<file path="src/rtl/prince_ti_pkg.sv">
// Shared constants for the 5-share threshold PRINCE S-box layer, plus the
// unmasked reference S-box functions.
package prince_ti_pkg;

  localparam int unsigned SHARES = 5;
  localparam int unsigned NIBBLE = 4;

  typedef logic [SHARES-1:0][NIBBLE-1:0] nib_shares_t;

  function automatic logic [3:0] prince_sbox(input logic [3:0] a);
    logic [3:0] r;
    case (a)
      4'h0: r = 4'hB;  4'h1: r = 4'hF;  4'h2: r = 4'h3;  4'h3: r = 4'h2;
      4'h4: r = 4'hA;  4'h5: r = 4'hC;  4'h6: r = 4'h9;  4'h7: r = 4'h1;
      4'h8: r = 4'h6;  4'h9: r = 4'h7;  4'hA: r = 4'h8;  4'hB: r = 4'h0;
      4'hC: r = 4'hE;  4'hD: r = 4'h5;  4'hE: r = 4'hD;  4'hF: r = 4'h4;
    endcase
    return r;
  endfunction

  function automatic logic [3:0] prince_sbox_inv(input logic [3:0] a);
    logic [3:0] r;
    case (a)
      4'h0: r = 4'hB;  4'h1: r = 4'h7;  4'h2: r = 4'h3;  4'h3: r = 4'h2;
      4'h4: r = 4'hF;  4'h5: r = 4'hD;  4'h6: r = 4'h8;  4'h7: r = 4'h9;
      4'h8: r = 4'hA;  4'h9: r = 4'h6;  4'hA: r = 4'h4;  4'hB: r = 4'h0;
      4'hC: r = 4'h5;  4'hD: r = 4'hE;  4'hE: r = 4'hC;  4'hF: r = 4'h1;
    endcase
    return r;
  endfunction

endpackage

</file>
<file path="src/rtl/masked_sbox_slice.sv">
// One nibble of the 5-share PRINCE S-box layer: forward and inverse
// component functions followed by a per-share mode mux.
module masked_sbox_slice
  import prince_ti_pkg::*;
(
  input  logic                          inv,
  input  logic [SHARES-1:0][NIBBLE-1:0] sh_i,
  output logic [SHARES-1:0][NIBBLE-1:0] sh_o
);

  localparam logic [15:0][3:0] S_FWD = 64'h4D5E_0876_19CA_23FB;
  localparam logic [15:0][3:0] S_INV = 64'h1CE5_046A_98DF_237B;

  // Degree-3 map over 5 shares: S(sum) = sum of S over all share triples plus
  // S of every single share. Share j takes the two triples that omit j and
  // the single share j-1, so it never sees input share j.
  for (genvar j = 0; j < SHARES; j++) begin : g_share
    localparam logic [2:0] J1 = 3'((j + 1) % SHARES);
    localparam logic [2:0] J2 = 3'((j + 2) % SHARES);
    localparam logic [2:0] J3 = 3'((j + 3) % SHARES);
    localparam logic [2:0] J4 = 3'((j + 4) % SHARES);

    logic [NIBBLE-1:0] tri_a, tri_b, single;
    logic [NIBBLE-1:0] fwd, bwd;

    assign tri_a  = sh_i[J2] ^ sh_i[J3] ^ sh_i[J4];
    assign tri_b  = sh_i[J1] ^ sh_i[J3] ^ sh_i[J4];
    assign single = sh_i[J4];

    assign fwd = S_FWD[tri_a] ^ S_FWD[tri_b] ^ S_FWD[single];
    assign bwd = S_INV[tri_a] ^ S_INV[tri_b] ^ S_INV[single];

    assign sh_o[j] = inv ? bwd : fwd;
  end

endmodule

</file>
<file path="src/rtl/masked_sbox_layer_pipe.sv">
// Registered 5-share PRINCE S-box layer with a valid/ready elastic pipeline
// of PIPE_STAGES register stages.
module masked_sbox_layer_pipe
  import prince_ti_pkg::*;
#(
  parameter int unsigned NUM_SBOX      = 16,
  parameter int unsigned PIPE_STAGES   = 1,
  parameter bit          CLEAR_ON_IDLE = 1'b1
) (
  input  logic                       clk,
  input  logic                       rst_n,
  input  logic                       in_valid,
  output logic                       in_ready,
  input  logic                       inv,
  input  logic [NIBBLE*NUM_SBOX-1:0] v,
  input  logic [NIBBLE*NUM_SBOX-1:0] w,
  input  logic [NIBBLE*NUM_SBOX-1:0] x,
  input  logic [NIBBLE*NUM_SBOX-1:0] y,
  input  logic [NIBBLE*NUM_SBOX-1:0] z,
  output logic                       out_valid,
  input  logic                       out_ready,
  output logic [NIBBLE*NUM_SBOX-1:0] z_v,
  output logic [NIBBLE*NUM_SBOX-1:0] z_w,
  output logic [NIBBLE*NUM_SBOX-1:0] z_x,
  output logic [NIBBLE*NUM_SBOX-1:0] z_y,
  output logic [NIBBLE*NUM_SBOX-1:0] z_z,
  output logic                       busy
);

  localparam int unsigned W    = NIBBLE * NUM_SBOX;
  localparam int unsigned LAST = PIPE_STAGES - 1;

  typedef logic [SHARES-1:0][W-1:0] stage_t;

  if ((PIPE_STAGES < 1) || (PIPE_STAGES > 2)) begin : g_bad_cfg
    $error("masked_sbox_layer_pipe: PIPE_STAGES must be 1 or 2");
  end

  stage_t sh_in;
  stage_t sh_out;

  assign sh_in = {z, y, x, w, v};

  // Per-nibble component functions; share index 0..4 maps to v..z.
  for (genvar i = 0; i < NUM_SBOX; i++) begin : g_sbox
    nib_shares_t nib_in;
    nib_shares_t nib_out;

    for (genvar j = 0; j < SHARES; j++) begin : g_map
      assign nib_in[j]                     = sh_in[j][i*NIBBLE +: NIBBLE];
      assign sh_out[j][i*NIBBLE +: NIBBLE] = nib_out[j];
    end

    masked_sbox_slice u_slice (
      .inv  (inv),
      .sh_i (nib_in),
      .sh_o (nib_out)
    );
  end

  stage_t [PIPE_STAGES-1:0] data_q, data_d;
  logic   [PIPE_STAGES-1:0] valid_q, valid_d;
  logic   [PIPE_STAGES:0]   ready_c;

  assign ready_c[PIPE_STAGES] = out_ready;

  // A stage can take a beat unless it and every stage after it is full and stalled.
  for (genvar k = 0; k < PIPE_STAGES; k++) begin : g_stage
    logic   feed;
    logic   load;
    logic   drain;
    stage_t src;

    if (k == 0) begin : g_head
      assign feed = in_valid;
      assign src  = sh_out;
    end else begin : g_tail
      assign feed = valid_q[k-1];
      assign src  = data_q[k-1];
    end

    assign ready_c[k] = out_ready || !(&valid_q[LAST:k]);
    assign load       = feed && ready_c[k];
    assign drain      = valid_q[k] && ready_c[k+1];

    // A refill wins over the idle clear.
    always_comb begin
      valid_d[k] = valid_q[k];
      data_d[k]  = data_q[k];
      if (load) begin
        valid_d[k] = 1'b1;
        data_d[k]  = src;
      end else if (drain) begin
        valid_d[k] = 1'b0;
        if (CLEAR_ON_IDLE) begin
          data_d[k] = '0;
        end
      end
    end
  end

  always_ff @(posedge clk or negedge rst_n) begin
    if (!rst_n) begin
      valid_q <= '0;
      data_q  <= '0;
    end else begin
      valid_q <= valid_d;
      data_q  <= data_d;
    end
  end

  assign in_ready                  = ready_c[0];
  assign out_valid                 = valid_q[LAST];
  assign {z_z, z_y, z_x, z_w, z_v} = data_q[LAST];
  assign busy                      = |valid_q;

endmodule

</file>
<file path="config.mk">
export PLATFORM = sky130hd
export DESIGN_NAME = masked_sbox_layer_pipe
export DESIGN_NICKNAME = d
export VERILOG_FILES = /design/src/rtl/prince_ti_pkg.sv /design/src/rtl/masked_sbox_slice.sv /design/src/rtl/masked_sbox_layer_pipe.sv
export SDC_FILE = /design/constraint.sdc
export NUM_CORES = 2
export LEC_CHECK = 0
export CAP_MARGIN = 20
export CORE_MARGIN = 4
export CORE_UTILIZATION = 54
export CTS_BUF_LIST = sky130_fd_sc_hd__clkbuf_16
export CTS_CLUSTER_SIZE = 16
export DETAILED_ROUTE_END_ITERATION = 16
export PLACE_DENSITY = 0.7
export SKIP_CTS_REPAIR_TIMING = 1
export SLEW_MARGIN = 40
export SYNTH_ARGS = -nofsm -noshare
export SYNTH_HDL_FRONTEND = slang
export SYNTH_HIERARCHICAL = 1
export SYNTH_SLANG_ARGS = --single-unit
export TNS_END_PERCENT = 20
</file>
<file path="constraint.sdc">
create_clock -name clk -period 2.1 [get_ports clk]
set_clock_uncertainty 0.2 [all_clocks]
set_input_delay 0.21 -clock clk [delete_from_list [all_inputs] [get_ports clk]]
set_output_delay 0.21 -clock clk [all_outputs]
set_load 0.01 [all_outputs]
</file>
After elaboration in Yosys (flattened, before gate mapping)
Memory sizes are Yosys's and may differ from the RTL's.
Cells that the tools add are included.
{"block": "word_totals", "rom_bits": 30720, "memories": 480, "regBits": 321, "input_bits": 325, "word_cells": 1935}
{"memory": "(no name shown)", "words": 16, "word_bits": 4, "rd": 1, "rd_clocked_by_memory_dff": 0, "wr": 0, "line_no": "masked_sbox_slice.sv:30", "rtl": "assign fwd = S_FWD[tri_a] ^ S_FWD[tri_b] ^ S_FWD[single];"}
{"memory": "(no name shown)", "words": 16, "word_bits": 4, "rd": 1, "rd_clocked_by_memory_dff": 0, "wr": 0, "line_no": "masked_sbox_slice.sv:30"}
{"memory": "(no name shown)", "words": 16, "word_bits": 4, "rd": 1, "rd_clocked_by_memory_dff": 0, "wr": 0, "line_no": "masked_sbox_slice.sv:30"}
{"memory": "(no name shown)", "words": 16, "word_bits": 4, "rd": 1, "rd_clocked_by_memory_dff": 0, "wr": 0, "line_no": "masked_sbox_slice.sv:31", "rtl": "assign bwd = S_INV[tri_a] ^ S_INV[tri_b] ^ S_INV[single];"}
{"memory": "(no name shown)", "words": 16, "word_bits": 4, "rd": 1, "rd_clocked_by_memory_dff": 0, "wr": 0, "line_no": "masked_sbox_slice.sv:31"}
{"memory": "(no name shown)", "words": 16, "word_bits": 4, "rd": 1, "rd_clocked_by_memory_dff": 0, "wr": 0, "line_no": "masked_sbox_slice.sv:31"}
{"memory": "474 more memories"}
{"block": "classes", "n_reduce_logical": 5, "n_mux": 564, "magnitude_cmp": 240, "bitwise_logic": 640}
{"cell": "$xor 4x4->4", "n": 640}
{"cell": "$mux 4", "n": 560}
{"cell": "$lt 4x5->1 const B", "n": 240}
{"cell": "$mux 320", "n": 2}
{"cell": "$logic_and 1x1->1", "n": 2}
{"cell": "$mux 1", "n": 2}
{"cell": "$reduce_bool 2->1", "n": 1}
{"cell": "$logic_not 1->1", "n": 1}
{"cell": "$logic_or 1x1->1", "n": 1}

Longest topological paths before layout
{"block": "depth", "depth_word": 8, "depth_mapped": 13, "depth_no_buf": 12}

Cells and area by module
The synthesis kept the hierarchy.
{"module": "masked_sbox_slice (g_sbox[0].u_slice ...)", "area_each_um2": 5396.4, "cells_per_inst": 637, "n_inst": 11, "seq_area_each_um2": 0.0}
{"module": "masked_sbox_slice (g_sbox[6].u_slice ...)", "area_each_um2": 5499.0, "cells_per_inst": 637, "n_inst": 4, "seq_area_each_um2": 0.0}
{"module": "masked_sbox_layer_pipe", "area_each_um2": 17704.5, "cells_per_inst": 1783, "n_inst": 1, "seq_area_each_um2": 8032.7}
{"module": "masked_sbox_slice (g_sbox[5].u_slice)", "area_each_um2": 5517.8, "cells_per_inst": 661, "n_inst": 1, "seq_area_each_um2": 0.0}

Least setup slack after synthesis
Ideal clock, no wire load.
{"block": "synth_timing", "path_type": "input to register", "start": "in y[20]", "end": "reg data_q, in the netlist z_x[20]", "arrival_time_ns": 2.483, "cell_stages": 11, "setup_ns": 0.142, "path_buffers": 1, "slack_ns": -0.725, "cell_sequence": "clkbuf_1 -> xnor2_1 -> xnor2_1 -> inv_1 -> ha_1 -> mux4_2 -> xnor2_1 -> xnor2_1 -> mux2i_1 -> mux2i_1 -> o221ai_1"}
{"item": "start: declaration", "line_no": "masked_sbox_layer_pipe.sv:18", "rtl": "input logic [NIBBLE*NUM_SBOX-1:0] y,"}
{"item": "end signal: assignment", "line_no": "masked_sbox_layer_pipe.sv:108", "rtl": "data_q <= data_d;"}
{"item": "end: declaration", "line_no": "masked_sbox_layer_pipe.sv:61", "rtl": "stage_t [PIPE_STAGES-1:0] data_q, data_d;"}

==> flow_summary.toml <==
[synth]
synth_edf_count = 0
synth.distinct_cells = 67
async_flop_share = 1.00
syn_avg_cell_area_um2 = 8.72
ys.flop_type = "dfrtp_1"
synth_fp_nets = 13600
ys_warn_count = 6
ys_ff_latch = 321
synthCells = 12000
syn-cell-area_um2 = 105000
synth-seq-area-share = 0.0768

[clock_tree]
cts_buffers = 51
clock_latency_ns = 0.69
cts.sinks = 321
clkTransAtPathRegs_ns = 0.06
cts_root_buf = "clkbuf_16"
h-tree-depth = 2
cts_buffer_depth = 3
cts_tree = "yes"

[die]
fp-row-count = 161
die_w_um = 448
core_um2 = 193000
die_area_um2 = 201000
ios = 648
initial_core_util = 0.543
die_h_um = 448

[grt]
grt_util_all_layers = 0.312
antenna_found_initial = 17
grt_start_max_net_pins = 128
grt_first_pass_wirelength_um = 515000
grt_remaining_overflow = 0
grt_pass1_vias = 99000

[routing]
wl_um = 378000
dr_wl_met2_um = 184000
routed_via_density = 5.91
drtPass1Iterations = 6
routed-wl-met3_um = 22900
routed.top_layer = "met5"
dr.first_iter.drc_count = 8159
vias = 105000
drcViolationCount = 0
routedWlPerCell_um = 21.2
ant_nets = 0
met1Wirelength_um = 144000

[sta]
max_slew_margin = 0.408
min_period_ns = 2.54
period_share = 1.21
finalSetupViolations = 384
tightestPinTransition_ns = 0.888
hold_viol = 0
setup_tns_ns = -33.91
timing.final.ws_setup_ns = -0.443
fmax_mhz = 393
rsz0062_at_grt = "true"
slew_violations = 0

[cells_and_area]
fin_cells = 17800
nets = 16800
layout-drive-gt1-share = 0.373
final_util = 0.791
fin_area_um2 = 152000
fillCellCount = 11700
area_delta_synth_final_pct = 45.7

[min_path]
hold_path_class = "in2async"

[worst_setup_path]
r2r-start = "busy"
path_class = "in2reg"
cp_data_arrival_time_ns = 2.89
required_ns = 2.45
cp_max_fo = 4
endpoint_kind = "register"
cp-start-kind = "input pin"
r2r_setup_slack_ns = 0.19
cp-startpoint = "y[20]"
r2r_cells = 3
worstReg2RegEnd = "z_v[2]"

[place]
gp_congestion = 0.971
dp_cells = 17100
dp_slack_ns = -1.37
dp_hpwl_um = 262000
placed_cell_area_um2 = 136000
io_buffer_count = 647

[pwr]
seq_power_share = 0.115
vdd_ir_drop_max_mv = 0.900
power.internal_uw = 59500
switchingPower_uw = 50500
pwr-share-clk = 0.083
leakagePower_uw = 0.0736
p_comb_frac = 0.803
swShare = 0.459
pwr_density_cell_nw_per_um2 = 722

[run]
drv_cap = 0

[status]
violations = "setup timing"
status = "finished, violations left"
[cell type report]
type | count | area [um2] | share of cell area
antenna | 16 | 40.0 | 0.000263
clock buffer | 53 | 1330 | 0.00870
clock inverter | 41 | 340 | 0.00223
inverter | 1183 | 4500 | 0.0295
multi-input combinational | 9625 | 98300 | 0.645
sequential | 321 | 8040 | 0.0527
tap | 2526 | 3160 | 0.0207
timing repair buffer | 4032 | 36700 | 0.241
[layer usage]
metal | vias to the layer above | global-route usage
met1 | 51000 | 0.378
met3 | 1312 | 0.0336
met4 | 4 | 0.161
li1 | 48600 | -
met5 | - | 0
met2 | 4244 | 0.547
[synthesized netlist by cell type, drive strengths merged, types with 84 or more instances]
library cell	number	area, um2
nand2b	139	870
ha	1280	16000
nor2	531	1990
nand2	434	1630
mux2	127	1430
buf	559	3470
clkbuf	315	1210
xnor3	284	6440
xnor2	1395	12400
mux4	230	5180
o22ai	84	557
nor3	294	1590
o221ai	335	2930
a21o	91	683
mux2i	1143	11400
nand3	394	1970
inv	1183	4440
xor3	255	6080
o211ai	238	1790
o21ai	849	4250
dfrtp	321	8030
a21oi	732	3660
xor2	250	2200
[registers in the layout, summed over array words and instances, names as in the netlist]
| signal | cells |
|---|---|
| z_v | 64 |
| z_w | 64 |
| z_x | 64 |
| z_y | 64 |
| z_z | 64 |
| busy | 1 |
[cell families (layout without fill, tap and decap cells)]
group / count (synthesis) / count (layout) / share of synthesized area
fa+ha+maj: 1280 / 1280 / 0.153
xor+xnor: 2184 / 2188 / 0.260
mux: 1500 / 1500 / 0.173
other cells: 0 / 16 / 0
buf+inv: 2057 / 5309 / 0.0873
flops: 321 / 321 / 0.0768
simple gates: 1988 / 1988 / 0.0911
compound gates: 2669 / 2669 / 0.159
[how the worst max path moves through the flow]
stage	endpoint	slack [ns]
2_1_floorplan	z_x[20]	-0.49
3_3_place_gp	z_v[41]	-1.30
3_5_place_dp	z_y[15]	-1.37
4_1_cts	z_y[15]	-0.66
5_1_grt	z_z[22]	-0.49
6_report	z_z[23]	-0.44
[placed cells by master, fill, tap and decap left out, drive strengths merged, types with 17 or more instances in the layout]
master         instances
inv                 1192
a221oi                80
nor3                 294
a21o                  91
o2bb2ai               18
nand2b               139
dfrtp                321
clkbuf               146
o21ai                849
a22oi                 63
xnor2               1395
o211ai               238
nor3b                 56
nand2                434
a31oi                 63
ha                  1280
nand3b                22
clkinv                17
mux2i               1143
clkdlybuf4s50        338
a2bb2oi               22
xor3                 259
nor2                 531
o221ai               335
nand3                394
mux2                 127
and3                  20
xor2                 250
a32oi                 18
a21oi                732
dlymetal6s2s         172
o22ai                 84
buf                 3425
nor2b                 44
xnor3                284
a211oi                38
mux4                 230
[power groups by stage]
stage | sequential, uW | combinational [uW] | clock [uW]
3_3_place_gp | 12300 | 75200 | 0
4_1_cts | 12400 | 78300 | 9300
3_5_place_dp | 12500 | 77800 | 0
2_1_floorplan | 12500 | 48100 | 0
5_1_grt | 12800 | 94200 | 9470
6_report | 12600 | 88300 | 9120
[critical path: stages]
cell and delay, ns:
clkdlybuf4s50_1 0.44, buf_6 0.17, xnor2_4 0.28, buf_12 0.15
xnor2_4 0.09, inv_1 0.15, buf_4 0.14, ha_1 0.13
inv_1 0.04, mux4_2 0.45, xnor2_1 0.19, mux2i_1 0.13
mux2i_1 0.18, o221ai_1 0.14
[stage by stage]
stage          total power [uW]  hold slack, ns
3_3_place_gp              87500         -0.0252
5_1_grt                  117000           0.113
6_report                 110000           0.148
4_1_cts                  100000          -0.792
3_5_place_dp              90300         -0.0206
2_1_floorplan             60600          -0.286
Note: power is estimated with default switching activity, not from simulation.
